$ cat src/rtl/if_fetch_stage.sv
// Instruction-fetch stage: owns the PC, drives a combinational instruction memory, and
// buffers one fetched word toward decode. Optional misaligned-target trap: FETCH_MISALIGN_CHECK_EN.
module if_fetch_stage #(
  parameter logic [31:0] RESET_PC  = 32'h0000_0000,
  parameter int          IMEM_SIZE = 128,
  parameter logic [31:0] PC_STEP   = 32'd4
) (
  input  logic        clk,
  input  logic        rst_n,
  input  logic        start,
  output logic [31:0] instr_addr,
  input  logic [31:0] instr,
  input  logic        id_ready,
  output logic        id_valid,
  output logic [31:0] id_instr,
  output logic [31:0] id_pc,
  output logic [31:0] id_pc4,
  input  logic        redirect_valid,
  input  logic [31:0] redirect_target,
  output logic        halted,
  output logic [31:0] fetch_count
`ifdef FETCH_MISALIGN_CHECK_EN
  ,
  output logic        misalign
`endif
);

  localparam logic [31:0] LAST_PC = 32'(IMEM_SIZE - 4);

  typedef enum logic [1:0] {IDLE, RUN, HALT} state_t;

  state_t      state, state_nxt;
  logic [31:0] pc, pc_nxt;
  logic        valid_nxt, halted_nxt;
  logic        at_end, fire, redir, bad_target;

`ifdef FETCH_MISALIGN_CHECK_EN
  logic        misalign_nxt;
  assign bad_target = (redirect_target[1:0] != 2'b00);
`else
  assign bad_target = 1'b0;
`endif

  assign instr_addr = pc;
  assign at_end     = (pc > LAST_PC);
  assign redir      = redirect_valid && (state != IDLE);
  // A pending redirect suppresses the fetch so the wrong-path word never enters the buffer.
  assign fire       = (state == RUN) && !redirect_valid && !at_end && (!id_valid || id_ready);

  always_comb begin
    state_nxt  = state;
    pc_nxt     = pc;
    valid_nxt  = id_valid;
    halted_nxt = halted;
`ifdef FETCH_MISALIGN_CHECK_EN
    misalign_nxt = misalign;
`endif

    case (state)
      IDLE: begin
        if (start)          state_nxt = RUN;
        if (redirect_valid) pc_nxt    = redirect_target;
      end
      RUN: begin
        if (at_end && !redirect_valid) begin
          state_nxt  = HALT;
          halted_nxt = 1'b1;
        end
      end
      default: ;
    endcase

    if (fire) begin
      pc_nxt    = pc + PC_STEP;
      valid_nxt = 1'b1;
    end else if (id_valid && id_ready) begin
      valid_nxt = 1'b0;
    end

    if (redir) begin
      pc_nxt     = redirect_target;
      valid_nxt  = 1'b0;
      state_nxt  = bad_target ? HALT : RUN;
      halted_nxt = bad_target;
`ifdef FETCH_MISALIGN_CHECK_EN
      misalign_nxt = bad_target;
`endif
    end
  end

  // Control: state, PC, halt flag, counter
  always_ff @(posedge clk or negedge rst_n) begin
    if (!rst_n) begin
      state       <= IDLE;
      pc          <= RESET_PC;
      halted      <= 1'b0;
      fetch_count <= 32'd0;
`ifdef FETCH_MISALIGN_CHECK_EN
      misalign    <= 1'b0;
`endif
    end else begin
      state  <= state_nxt;
      pc     <= pc_nxt;
      halted <= halted_nxt;
      if (fire) fetch_count <= fetch_count + 32'd1;
`ifdef FETCH_MISALIGN_CHECK_EN
      misalign <= misalign_nxt;
`endif
    end
  end

  // IF/ID boundary: the buffered word only changes on an accepted fetch
  always_ff @(posedge clk or negedge rst_n) begin
    if (!rst_n) begin
      id_valid <= 1'b0;
      id_instr <= 32'd0;
      id_pc    <= 32'd0;
      id_pc4   <= 32'd0;
    end else begin
      id_valid <= valid_nxt;
      if (fire) begin
        id_instr <= instr;
        id_pc    <= pc;
        id_pc4   <= pc + PC_STEP;
      end
    end
  end

endmodule

$ cat config.mk
export PLATFORM = sky130hd
export DESIGN_NAME = if_fetch_stage
export DESIGN_NICKNAME = d
export VERILOG_FILES = /design/src/rtl/if_fetch_stage.sv
export SDC_FILE = /design/constraint.sdc
export NUM_CORES = 1
export LEC_CHECK = 0
export ABC_CLOCK_PERIOD_IN_PS = 3950
export CAP_MARGIN = 20
export CORE_ASPECT_RATIO = 1.25
export CORE_MARGIN = 2
export CORE_UTILIZATION = 30
export CTS_BUF_LIST = sky130_fd_sc_hd__clkbuf_8
export DETAILED_ROUTE_END_ITERATION = 10
export PLACE_DENSITY = 0.61
export RECOVER_POWER = 50
export SYNTH_ARGS = -nofsm -noshare
export SYNTH_HDL_FRONTEND = slang
export SYNTH_SLANG_ARGS = --single-unit
export TNS_END_PERCENT = 5
$ cat constraint.sdc
create_clock -name clk -period 3.95 [get_ports clk]
set_clock_uncertainty 0.2 [all_clocks]
set_input_delay 0.9875 -clock clk [delete_from_list [all_inputs] [get_ports clk]]
set_output_delay 0.9875 -clock clk [all_outputs]
set_load 0.05 [all_outputs]
Word-level counts from Yosys, hierarchy flattened
Cells that the tools add are included.
Widths: inputs -> output; s select.

storage, ports and cells
  register bits after elaboration = 164
  bits of input ports = 69
  output and inout bits = 162

operators by class
  add/sub/neg operators = 2
  magnitude comparators = 1
  equality and inequality tests = 3
  multiplexer cells = 14
  reduce and logical (&&, ||, !) cells = 21

operators by type and width
  cell                   number
  $mux 32                4
  $add 32x1->32 const B  1
  $add 32x3->32 const B  1
  $gt 32x7->1 const B    1
  $reduce_bool 3->1      4
  $logic_and 1x1->1      6
  $mux 1                 6
  $mux 2                 3
  $reduce_bool 2->1      3
  $pmux 2 s2             1
  $reduce_and 2->1       2
  $logic_not 1->1        3
  $ne 3x2->1 const B     1
  $ne 3x3->1 const B     1
  $reduce_and 3->1       1
  $eq 2x1->1 const B     1
  $logic_not 2->1        1
  $logic_or 1x1->1       1

Longest topological paths before layout
Gate-level depths: netlist of run 1.

  depth in word-level cells = 6
  depth in mapped cells = 8
  mapped depth without buffers = 6

Worst setup path before layout of run 1
OpenSTA, ideal clock, no wires.

  path type = register to register
  from = register pc[2] (netlist: instr_addr[2])
  to = register fetch_count[27]
  library setup time = 141 ps
  arrival = 2,253 ps
  required time = 3,609 ps
  path slack = 1,356 ps
  stages on the path, launching flop included = 8
  buffers on the path = 1
  period minus slack after synthesis = 2,594 ps
  cell sequence = dfrtp_1 > ha_1 > nand3_1 > o2111ai_4 > nor4_2 > buf_2 > nand4_1 > xnor2_1

between the ends
  word-level cells in the longest chain between the ends = 4

RTL lines
  what                             line  text
  start: declaration               33    logic [31:0] pc, pc_nxt;
  start signal: assignment         103   pc <= pc_nxt;
  $gt 32x7->1                      45    assign at_end = (pc > LAST_PC);
  $logic_not 1->1                  48    assign fire = (state == RUN) && !redirect_valid && !at_end && (!id_valid || id_ready);
  $logic_and 1x1->1 (2 in series)  48
  end signal: assignment           105   if (fire) fetch_count <= fetch_count + 32'd1;
  end: declaration                 21    output logic [31:0] fetch_count

Every way passes these cells.
A chain may end at the register's enable or synchronous reset.

Worst setup path after layout of run 1
  from = input port redirect_valid
  to = register pc[29] (netlist: instr_addr[29])

between the ends
  word-level cells in the longest chain between the ends = 6
  elaborated cells on any way between the ends = 10

RTL lines
  what                                                    line  text
  start: declaration                                      18    input logic redirect_valid,
  $logic_not 1->1                                         48
  $logic_and 1x1->1 (3 in series)                         48
  $reduce_bool 3->1 (no line) or $mux 32 (tied branches)  n/a
  $reduce_and 2->1 (no line) or $mux 32 (tied branches)   n/a

Parallel ways exist; a longest one is shown, timed or not.

==> results.txt, run 1 <==
- Compared with the post-synthesis result, the final layout area differs by 47.0%.
- The tool flagged a number of max-cap violations equal to 2.
- Cell at the slowest stage of the critical path: clkbuf_1
- The average instance in the mapped netlist occupies 11.5 um2.
- Post-CTS repair changed the size of 0 cells.
- Worst reg2reg setup slack: 1.23 ns
- The worst hold path terminates at id_instr[3].
* Status: finished with violations
- Core area: 0.0209 mm2
- Count of yosys warnings during synthesis: 0
- Data arrival time of the critical path: 3.22 ns
* Synthesized netlist net count: 630
* Overall Global Routing Usage: 15.2%
- Clock tree synthesis found a total of 162 sinks.
- Wire length of the first global-routing pass: 26.6 mm
- Walking the worst path, the cells encountered are clkbuf_1 > clkbuf_1 > mux2_2.
- DRT antenna net count: 0
* Reg2Reg Depth: 6
* Clock-pin slew on the worst setup and hold paths: 0.09 ns
- IR analysis of the VDD net gives a maximum drop of 0.000163 V.
- Dividing total power by cell area gives a power density of 367 mW/mm2.
* R2R Path Start: instr_addr[2]
* Ant diodes: 0
* Leakage Power: 4.23 nW
* Post-Route Utilization: 45.2%
* Wire length per cell after detailed routing: 15.5 um
- In the routed layout, each cell is associated on average with a via count of 4.49.
- Fill cells in the final layout number 1984.
- Final setup vio count: 0
* Pre-CTS setup slack: 0.968 ns
- DP HPWL: 12.0 mm
- Once the clock tree was built, the setup fixing pass inserted 0 buffers.
- After detailed placement, the design holds a cell count of 1043.
- Worst slack on hold paths: 0.279 ns
- Crit path launch type: input pin
- Summed over all layers, the routed wires come to 16.7 mm.
- Area post-placement: 0.00902 mm2
- Post-synth design cell area: 0.00642 mm2
* Filler-free cell count of the finished design: 1075
* H-Tree Level Count: 4
- With fillers left out, the area of the finished cells amounts to 0.00944 mm2.
* Setup TNS after final layout: 0 ns
- In this run, CTS created clock tree buffers numbering 17.
- Die Height: 168 um
- Floorplan row count: 59
- In the final layout, the share of cells above drive strength 1 is 9.49%.
* Kind of cell adding the most delay to the critical path: buffers and inverters
* Leading cell type in the layout, fill and taps excluded: clkdlybuf4s50_1
- In this run the horizontal extent of the chip is 135 um.
- Data required, critical path: 4.09 ns
- Count of vias placed by the detailed router: 4824
* Clock Tree Root: clkbuf_8
- Count of port buffers added during placement: 230
- Overall power consumption after layout is estimated at 3.47 mW.
- Hold-critical path depth: 2
- For this configuration, the core starts out at a cell density of 30.7%.
- Number of DRC violations after detailed-routing iteration 0: 195
* Weighted congestion at the end of routability-driven global placement: 0.789
* Class of the tightest hold or removal check: reg -> reg
- In this run the critical register-to-register path is captured at fetch_count[30].
- The number of failing hold endpoints at the final stage is 0.
* Die Footprint: 0.0226 mm2
- After layout, the minimum clock period comes to 3.09 ns.
- Seq/Total Area, Yosys: 63.2%
- CP Max Fanout: 39
- The final reports fail on max-capacitance violations, max-slew violations.
- Smallest setup slack after layout: 0.865 ns
- Hold_buf cts: 0
* Crit path top cell by count: clkbuf_1
* Slowest cell delay on critical path: 1.47 ns
* Setup repair after global routing missed its margin: no
* Synthesized instance count: 559
- Max Fclk: 0.324 GHz
- Number of buffers between clock root and the deepest sink: 2
- Transition time of the tightest slew-check pin: 1.99 ns
* Final period utilization: 78.1%
- Largest net degree at the start of global routing: 103
- Worst Hold Launch: id_instr[3]
* Insertion delay to the later sink of the worst-skew pair: 0.44 ns
- Final slew viol count: 113
* TritonCTS clock tree: built
* Remaining routing DRC violations: 0
- Buffers plus inverters on the worst setup path: 2
- Antenna violations before repair: 1
- Global-route congestion overflow total: 0
- After synthesis, the netlist uses 38 different library cells.
* Synthesized flop and latch total: 162
* Kind of critical path: in -> reg
- STA classifies the critical path endpoint as a flip-flop.
- Max transition margin: -32.5%
* Top-Level Pins: 231
- Layout net count: 859
- The first TritonRoute pass finished after 4 iterations.
* Commonest non-fill, non-tap cells in the layout: 228 x clkdlybuf4s50_1, 162 x dfrtp_1, 145 x nand2_1, 42 x and2_1, 26 x mux2_2
- Vias in the first global route: 4734
## cell type report
| class | instances | area (um2) | area share [%] |
|---|---|---|---|
| inverters | 3 | 11.3 | 0.119 |
| multi-input cells | 367 | 2240 | 23.7 |
| well taps | 274 | 343 | 3.63 |
| flip-flops and latches | 162 | 4050 | 43.0 |
| clock buffers | 17 | 234 | 2.48 |
| clock inverters | 15 | 205 | 2.17 |
| repair buffers | 237 | 2350 | 24.9 |
## power by group
part / switching, mW / internal, mW
combinational: 0.224 / 0.159
clock: 0.651 / 0.698
sequential: 0.0411 / 1.69
total: 0.915 / 2.55
## worst register-to-register path: stages (launching register included)
cell and delay, ns:
dfrtp_1 0.45, ha_1 0.29, nand3_1 0.22, o2111ai_4 0.23, or3_1 0.65, or3b_1 0.45, xnor2_1 0.13
## sequential cells by signal, summed over array words and instances (netlist names)
name	cells
fetch_count	32
halted	1
id_instr	32
id_pc	32
id_pc4	30
id_valid	1
instr_addr	32
state	2
## worst max-delay path by stage
| stage | slack (ns) | startpoint | depth (start not counted) | endpoint |
|---|---|---|---|---|
| global route | 0.42 | rst_n | 2 | id_instr[7] |
| floorplan | 1.36 | instr_addr[2] | 7 | fetch_count[27] |
| detailed placement | 0.97 | id_ready | 6 | fetch_count[31] |
| CTS | 0.85 | instr_addr[4] | 1 | instr_addr[4] |
| global placement | 1.02 | id_ready | 6 | fetch_count[13] |
| finish | 0.86 | redirect_valid | 3 | instr_addr[29] |
## synth_stat cells
cell	n	area share [%]
nand4_1	13	1.3
or3b_1	1	0.14
and4_1	4	0.55
nand3b_1	1	0.12
nor4_4	3	0.99
o32a_1	1	0.16
o21ai_1	3	0.23
nand2_1	145	8.5
o2111a_1	1	0.18
and3_1	7	0.68
or3_1	1	0.098
nand2b_1	2	0.19
nor3_2	6	0.94
buf_1	2	0.12
buf_2	3	0.23
nor4_1	7	0.68
nor2b_1	3	0.29
buf_4	2	0.23
and4b_1	1	0.16
nor2_1	12	0.70
nand3_1	14	1.1
a22o_1	1	0.14
mux2_2	26	4.6
inv_1	3	0.18
o2111ai_4	1	0.41
clkbuf_1	20	1.2
a21oi_1	5	0.39
o21ai_0	11	0.86
ha_1	2	0.39
mux2i_1	3	0.47
and2_1	50	4.9
xnor2_1	23	3.1
xor2_1	14	1.9
dfrtp_1	162	63
o311ai_0	1	0.14
a311oi_1	1	0.14
nor4_2	2	0.39
nor3_1	2	0.16
## routing by layer
| layer | up-vias | GRT usage (%) | routed length, um |
|---|---|---|---|
| met3 | 20 | 5.03 | 1110 |
| li1 | 2302 | - | - |
| met1 | 2353 | 18.9 | 6820 |
| met5 | - | 0 | 11 |
| met2 | 147 | 25.0 | 8540 |
| met4 | 2 | 4.76 | 234 |
## cell families after synthesis
group                    after synthesis  synth area share, %
AND/OR/NAND/NOR                      274                 21.8
XOR/XNOR                              37                 5.05
AO/OA/AOI/OAI                         25                 2.63
buffers and inverters                 30                 1.93
flip-flops                           162                 63.2
adder cells (fa/ha/maj)                2                0.390
multiplexers                          29                 5.03
Note: power is estimated with default switching activity, not from simulation.
==> run 2: changes to the inputs <==
- ABC_CLOCK_PERIOD_IN_PS: 3950 -> 2800
- PLACE_DENSITY: 0.61 -> 0.64
- clock period: 3.95 -> 2.8 ns (I/O delays scaled with it)
==> run 2 against run 1 <==
Largest power group unchanged. Global-route usage up 0.65 points. Final cell count up 1.6%. Critical endpoint is now fetch_count[2]. Clock power up 30%. The run now ends clean. Flip-flop and latch count unchanged. First-iteration DRC count up 22%. Sequential share of layout area down 0.30 points. Clock-buffer cell count up 1.
==> results.txt, run 2 (synthesis results as in run 1) <==
* Sw Ratio: 27.4% (+1.0 points)
* Final count of hold timing violations: 0 (unchanged)
* Weighted congestion at the end of routability-driven global placement: 0.781 (-1.1%)
- Die extent in x: 135 um (unchanged)
- The sequential share of power is 51.4% (+1.3 points).
- The number of antenna violations at the first check in global routing came to 1 (unchanged).
- The library cells used most frequently in the layout, excluding fill and tap cells, are 225 x clkdlybuf4s50_1, 162 x dfrtp_1, 145 x nand2_1, 50 x and2_1, 26 x mux2_2.
- Hold-critical path depth: 2 (unchanged)
- Number of sinks handled by clock tree synthesis: 162 (unchanged)
- The largest fanout of any net on the critical path was 5 (-87%).
- The required arrival time at the worst endpoint came to 1.90 ns (-2.19 ns).
- The power density over the cells is 501 mW/mm2 (+36%).
- The sum of negative setup slack came to 0 ns (unchanged).
* Die Height: 168 um (unchanged)
- The number of max-cap violations came to 0 (-2).
- Cell at the slowest stage of the critical path: clkdlybuf4s50_1
- The I/O pin count is 231 (unchanged).
* Area growth syn-to-layout: 48.1%
- Vias per cell: 4.39 (-2.2%)
- The total stage count of the critical path is 1 (-2).
- The internal power component was 3.45 mW (+35%).
- The number of rows created at floorplan was 59 (unchanged).
* Overall Global Routing Usage: 15.8% (+0.65 points)
* Setup crit end: fetch_count[2]
- Final period utilization: 95.8%
- Total length of routed wires: 17.3 mm (+3.3%)
* Buffers plus inverters on the worst setup path: 1 (-1)
* Insertion delay to the later sink of the worst-skew pair: 0.45 ns (about the same)
* Die Footprint: 0.0226 mm2 (unchanged)
- Pre-CTS setup slack: 0.302 ns (-0.665 ns)
* Area of the multi-input gates: 0.00222 mm2 (-1.0%)
- Combinational fraction of design power: 11.8% (+0.7 points)
* Leading cell type in the layout, fill and taps excluded: clkdlybuf4s50_1
* Reg-to-reg endpoint: fetch_count[25]
- Max Fclk: 0.373 GHz
- Buffers inserted during post-CTS setup optimization: 0 (unchanged)
* Crit path launch type: flip-flop
- The first-pass iteration count of the detailed router is 4 (unchanged).
- The initial standard-cell utilization of the core came to 30.7% (unchanged).
- TritonCTS clock tree: built
* Kind of critical path: reg -> out
- The most critical setup path has its startpoint at fetch_count[2].
- The first-pass GRT wire length was 27.5 mm (+3.1%).
- The final antenna diode count is 0 (unchanged).
- Vias in the first global route: 4817 (+1.8%)
- The number of filler instances in the final layout came to 1970 (-0.71%).
- The number of levels in the clock H-tree was 4 (unchanged).
- The critical path arrival was 1.78 ns (-1.44 ns).
* Status: complete, no violations
* Setup repair after global routing missed its margin: no
* Max transition margin: 25.4% (+58 points)
- The placeable core area was 0.0209 mm2 (unchanged).
- Reported net switching power: 1.31 mW (+43%)
* Count of vias placed by the detailed router: 4793 (-0.64%)
- Layout net count: 876 (+2.0%)
- The setup violation total in the final timing report was 0 (unchanged).
- Wire length per cell after detailed routing: 15.8 um (+1.7%)
- Storage element area: 0.00405 mm2 (unchanged)
- The tightest min-delay check is of the reg -> reg type.
- The total leakage power is 4.30 nW (+1.4%).
- The number of DRC markers in iteration 0 came to 237 (+22%).
- Sort of element at the end of the critical path: output pin
- The number of port buffers came to 230 (unchanged).
- Post-route minimum period: 2.68 ns
- The remaining antenna violation count after routing came to 0 (unchanged).
- The flop-to-flop setup slack was 0.30 ns (-0.93 ns).
- Largest net degree at the start of global routing: 83 (-19%)
- Kind of cell adding the most delay to the critical path: buffers and inverters
- The DRC violations left is 0 (unchanged).
* R2R Path Start: instr_addr[2]
* Global-route congestion overflow total: 0 (unchanged)
- Final slew viol count: 0 (-100%)
- The fraction of final layout cells with drive strength greater than 1 is 10.9% (+1.4 points).
* Clock network power share: 36.8% (-2.1 points)
* Cts bufs inserted: 17 (unchanged)
* Smallest setup slack after layout: 0.118 ns (-0.747 ns)
* Ordered list of cells on the worst path: clkdlybuf4s50_1
- Slowest cell delay on critical path: 0.88 ns (-0.59 ns)
- Transition time of the tightest slew-check pin: 1.12 ns (-0.869 ns)
* DP HPWL: 12.5 mm (+3.8%)
* Clock Tree Root: clkbuf_8
- The maximum number of buffers from clock root to sink was 2 (unchanged).
- The peak ir drop on the vdd network is 0.000293 V (+80%).
- Clock-pin slew on the worst setup and hold paths: 0.09 ns (about the same)
* Reg2Reg Depth: 8 (+2)
-- run 2: final cells by class --
type	instances	area share [%]
multi-input combinational	367	23.3
timing repair buffer	254	26.1
tap	274	3.61
clock buffer	18	2.61
inverter	3	0.118
clock inverter	14	1.58
sequential	162	42.7
-- run 2: worst reg2reg max path: stages (launching register included) --
cell and delay [ns]:
dfrtp_1 0.39, ha_1 0.26, nand3_1 0.20, o2111ai_1 0.18, clkbuf_1 0.23, nor4_2 0.28, clkbuf_2 0.34, nand4_1 0.17
xnor2_1 0.15
-- run 2: power by group through the flow --
stage / clock (mW) / sequential, mW / combinational (mW)
floorplan: 0 / 2.66 / 0.104
global placement: 0 / 2.49 / 0.577
detailed placement: 0 / 2.49 / 0.578
CTS: 1.82 / 2.45 / 0.581
global route: 1.94 / 2.46 / 0.602
finish: 1.75 / 2.44 / 0.563
-- run 2: what timing repair did --
| action | 4_1_cts | 5_1_grt |
|---|---|---|
| endpoints found under the hold margin | 36 | 0 |
| gates resized for setup | 1 | 2 |
| endpoints found under the setup margin | 1 | 2 |
| hold buffers | 1 | 0 |
-- run 2: per-stage QoR --
stage	std cells	power (mW)	hold WS [ns]	cell area, um2	util [%]
global route	1092	4.99	0.292	9500	45.5
CTS	1092	4.84	0.281	9580	45.8
global placement	1059	3.07	0.257	9170	43.9
detailed placement	1059	3.07	0.261	9170	43.9
finish	1092	4.76	0.277	9500	45.5
floorplan	559	2.76	0.204	6420	-
-- run 2: per-layer routing --
| metal | GRT usage (%) | up-vias | wire, um |
|---|---|---|---|
| met1 | 20.0 | 2283 | 7280 |
| met4 | 5.49 | 2 | 331 |
| li1 | - | 2348 | - |
| met5 | 0 | - | 13 |
| met3 | 4.57 | 25 | 933 |
| met2 | 26.0 | 135 | 8700 |
-- run 2: worst min-delay path by stage --
stage	to	slack [ns]	from
final	id_instr[15]	0.28	id_instr[15]
after global routing	id_instr[17]	0.29	id_instr[17]
after CTS	id_instr[15]	0.28	id_instr[15]
after detailed placement	id_instr[15]	0.26	id_instr[15]
after global placement	id_instr[17]	0.26	id_instr[17]
after floorplan	fetch_count[0]	0.20	rst_n
==> run 3: changes to the inputs <==
- ABC_AREA: default -> 1
- PLACE_DENSITY: 0.64 -> 0.62
==> run 3 against run 2 <==
Critical path depth is the same. Routed wire length increased by 28%. Final area rose by 9.5%. Clock power fell by 6%. Sequential power about the same. Flip-flop and latch count stayed put. Largest power group unchanged. Register-to-register slack lost 0.02 ns. Highest routed layer is now met4. Clock-buffer cell count fell by 1. Critical path type unchanged. Non-clock buffer count stayed put. Critical endpoint is now fetch_count[24]. Die area rose by 14%. Largest cell class unchanged. Final cell count up 36%.
==> results.txt, run 3 <==
- The minimum setup slack after placement is 0.0959 ns (-0.206 ns).
- Synthesized netlist net count: 971 (+54%)
- Tracing the worst setup path back leads to its startpoint at fetch_count[24].
- Seq/Total Area, Yosys: 55.1% (-8.0 points)
- The DRC violations left came to 0 (unchanged).
* Final slew viol count: 0 (unchanged)
* Ant diodes: 0 (unchanged)
* Commonest cells post-synth: 347 x nand2_1, 162 x dfrtp_1, 97 x inv_1
- Total length of routed wires: 22.1 mm (+28%)
- The sum of buffers and inverters on the critical path was 1 (unchanged).
- Number of buffers between clock root and the deepest sink: 2 (unchanged)
- Post-synth design cell area: 0.00735 mm2 (+15%)
* Clock Tree Root: clkbuf_8
* CP Max Fanout: 6 (+1)
- The remaining antenna violation count after routing was 0 (unchanged).
- The post-layout net count is 1208 (+38%).
- Weighted congestion at the end of routability-driven global placement: 0.899 (+15%)
- Count of yosys warnings during synthesis: 0 (unchanged)
- Fraction of final layout cells with drive strength greater than 1: 6.35% (-4.5 points)
- Largest net degree at the start of global routing: 61 (-27%)
- Floorplan row count: 64 (+8.5%)
- The initial standard-cell utilization of the core was 30.3% (-0.41 points).
- The area enclosed by the die boundary is 0.0258 mm2 (+14%).
- The placeable core area was 0.0243 mm2 (+16%).
* Wire length of the first global-routing pass: 34.4 mm (+25%)
- Reported net switching power: 1.44 mW (+10%)
- The sequential share of power is 51.6% (+0.2 points).
* Cell at the slowest stage of the critical path: clkdlybuf4s50_1
* Data required, critical path: 1.90 ns (about the same)
* Kind of critical path: reg -> out
- The first-pass iteration count of the detailed router came to 4 (unchanged).
- Most used flip-flop cell after synthesis: dfrtp_1
* Cts bufs inserted: 17 (unchanged)
* Overall Global Routing Usage: 17.4% (+1.5 points)
- The time the final worst path needs with I/O delays and setup was 2.73 ns (+0.0433 ns).
- The worst setup path is captured at an output pin.
* Power Density: 460 mW/mm2 (-8.2%)
- R2R Path Start: instr_addr[2]
* Max transition margin: 27.6% (+2.2 points)
* Top post-synthesis cells by area: dfrtp_1 55%, nand2_1 18%, inv_1 5.0%
- The number of failing hold endpoints at the final stage came to 0 (unchanged).
- The number of instances resized during post-cts repair is 0 (-1).
* Data arrival time of the critical path: 1.83 ns (+0.05 ns)
- Kind of cell adding the most delay to the critical path: buffers and inverters
* DP HPWL: 16.2 mm (+30%)
* Count of port buffers added during placement: 230 (unchanged)
- The total number of vias was 6590 (+37%).
* Final setup vio count: 0 (unchanged)
- The number of max-cap violations came to 0 (unchanged).
- The register bit total from synthesis came to 162 (unchanged).
- The total stage count of the critical path came to 1 (unchanged).
- Vias per cell: 4.45 (+1.4%)
- The number of hold-repair buffers added at the cts stage is 1 (unchanged).
- H-Tree Level Count: 4 (unchanged)
- The worst path setup slack after routing is 0.0748 ns (-0.0433 ns).
- Combinational fraction of design power: 14.2% (+2.4 points)
* Clock network power share: 34.2% (-2.6 points)
- Die extent in x: 144 um (+6.8%)
- The actual slew at the worst max-slew pin is 1.09 ns (-0.0328 ns).
* Setup repair after global routing missed its margin: no
- Max Fclk: 0.367 GHz (-1.6%)
* Cell Int Power: 3.35 mW (-3.1%)
* Reg2Reg Depth: 12 (+4)
* Top-Level Pins: 231 (unchanged)
- Commonest non-fill, non-tap cells in the layout: 350 x nand2_1, 228 x clkdlybuf4s50_1, 162 x dfrtp_1, 99 x inv_1, 92 x nor2_1
* Clock-pin slew on the worst setup and hold paths: 0.10 ns (about the same)
- The critical path goes through clkdlybuf4s50_1.
- The flow ran to the end, and the final reports show no timing, DRC or antenna violations.
- The number of antenna violations at the first check in global routing is 0 (-1).
- The longest individual stage delay on the worst path was 0.86 ns (-0.02 ns).
* Number of synthesized flops with an enable pin: 0 (unchanged)
- Crit path launch type: flip-flop
- The routed length per placed instance is 14.9 um (-5.5%).
* Setup TNS after final layout: 0 ns (unchanged)
- Synth Area per Inst: 8.17 um2 (-29%)
- The total congestion overflow came to 0 (unchanged).
- The final clock period utilization by the worst path was 97.3% (+1.5 points).
- Worst reg2reg setup slack: 0.28 ns (-0.02 ns)
* Fraction of registers with async set/reset: 100% (unchanged)
- Post-synth cell types: 32 (-16%)
* Share of the synthesized area in the top cell type: 55.1% (-8.0 points)
- Library cell occupying the most area in the post-synthesis netlist: dfrtp_1
- The insertion delay to the later sink of the worst-skew pair was 0.46 ns (about the same).
* Sw Ratio: 30.1% (+2.7 points)
- Number of DRC violations after detailed-routing iteration 0: 302 (+27%)
- Vias in the first global route: 6301 (+31%)
- Class of the tightest hold or removal check: reg -> reg
- The worst register-to-register path ends at id_instr[27].
* Synthesized instance count: 900 (+61%)
- Number of sinks handled by clock tree synthesis: 162 (unchanged)
- Leakage Power: 5.25 nW (+22%)
* Worst IR drop on VDD: 0.000297 V (+1.3%)
- The library cell used most frequently in the layout, excluding fill and tap cells, is nand2_1.
* Most common cell in the synthesized netlist: nand2_1
- TritonCTS built the clock tree.
- Relative to the synthesized area, the layout overhead comes to 41.5%.
* Buffers inserted during post-CTS setup optimization: 0 (unchanged)
- The critical path ends at fetch_count[24].
- Die Height: 179 um (+6.9%)
[run 3: cell families after synthesis]
| kind of cell | after synthesis | synth area share [%] |
|---|---|---|
| simple gates | 539 | 31.2 |
| flops | 162 | 55.1 |
| xor+xnor | 19 | 2.26 |
| compound gates | 42 | 2.99 |
| fa+ha+maj | 2 | 0.340 |
| buf+inv | 136 | 8.10 |
[run 3: how the worst min path moves through the flow]
stage                from              to  depth (start not counted)
2_1_floorplan       rst_n  fetch_count[0]                          0
3_3_place_gp     id_pc[8]        id_pc[8]                          2
3_5_place_dp    id_pc[30]       id_pc[30]                          2
4_1_cts        id_pc4[26]      id_pc4[26]                          2
5_1_grt         id_pc[17]       id_pc[17]                          2
6_report       id_pc4[26]      id_pc4[26]                          2
[run 3: metrics by stage]
stage / hold WS (ns) / area [um2] / instances / power, mW / utilization, %
after floorplan: 0.204 / 7350 / 900 / 2.86 / -
after global placement: 0.250 / 10100 / 1447 / 3.20 / 41.8
final: 0.269 / 10400 / 1480 / 4.79 / 42.9
after CTS: 0.273 / 10500 / 1480 / 4.89 / 43.3
after detailed placement: 0.252 / 10100 / 1447 / 3.21 / 41.8
after global routing: 0.298 / 10400 / 1480 / 5.02 / 42.9
[run 3: cell type report]
| type | count | area, um2 |
|---|---|---|
| Clock buffer | 17 | 234 |
| Timing Repair Buffer | 254 | 2500 |
| Multi-Input combinational cell | 602 | 2690 |
| Tap cell | 330 | 413 |
| Inverter | 100 | 377 |
| Clock inverter | 15 | 134 |
| Fill cell | 2440 | 13900 |
| Sequential cell | 162 | 4050 |
[run 3: layer usage]
layer	global-route usage, %	up-vias	routed length [um]
met5	0	-	0
met1	21.6	3099	9020
li1	-	3247	-
met4	5.64	0	386
met2	29.0	217	11000
met3	4.97	27	1660
[run 3: power groups by stage]
stage / combinational, mW / clock [mW] / sequential (mW)
after CTS: 0.698 / 1.72 / 2.47
after floorplan: 0.192 / 0 / 2.67
after detailed placement: 0.694 / 0 / 2.52
final: 0.681 / 1.64 / 2.47
after global routing: 0.736 / 1.80 / 2.48
after global placement: 0.690 / 0 / 2.51
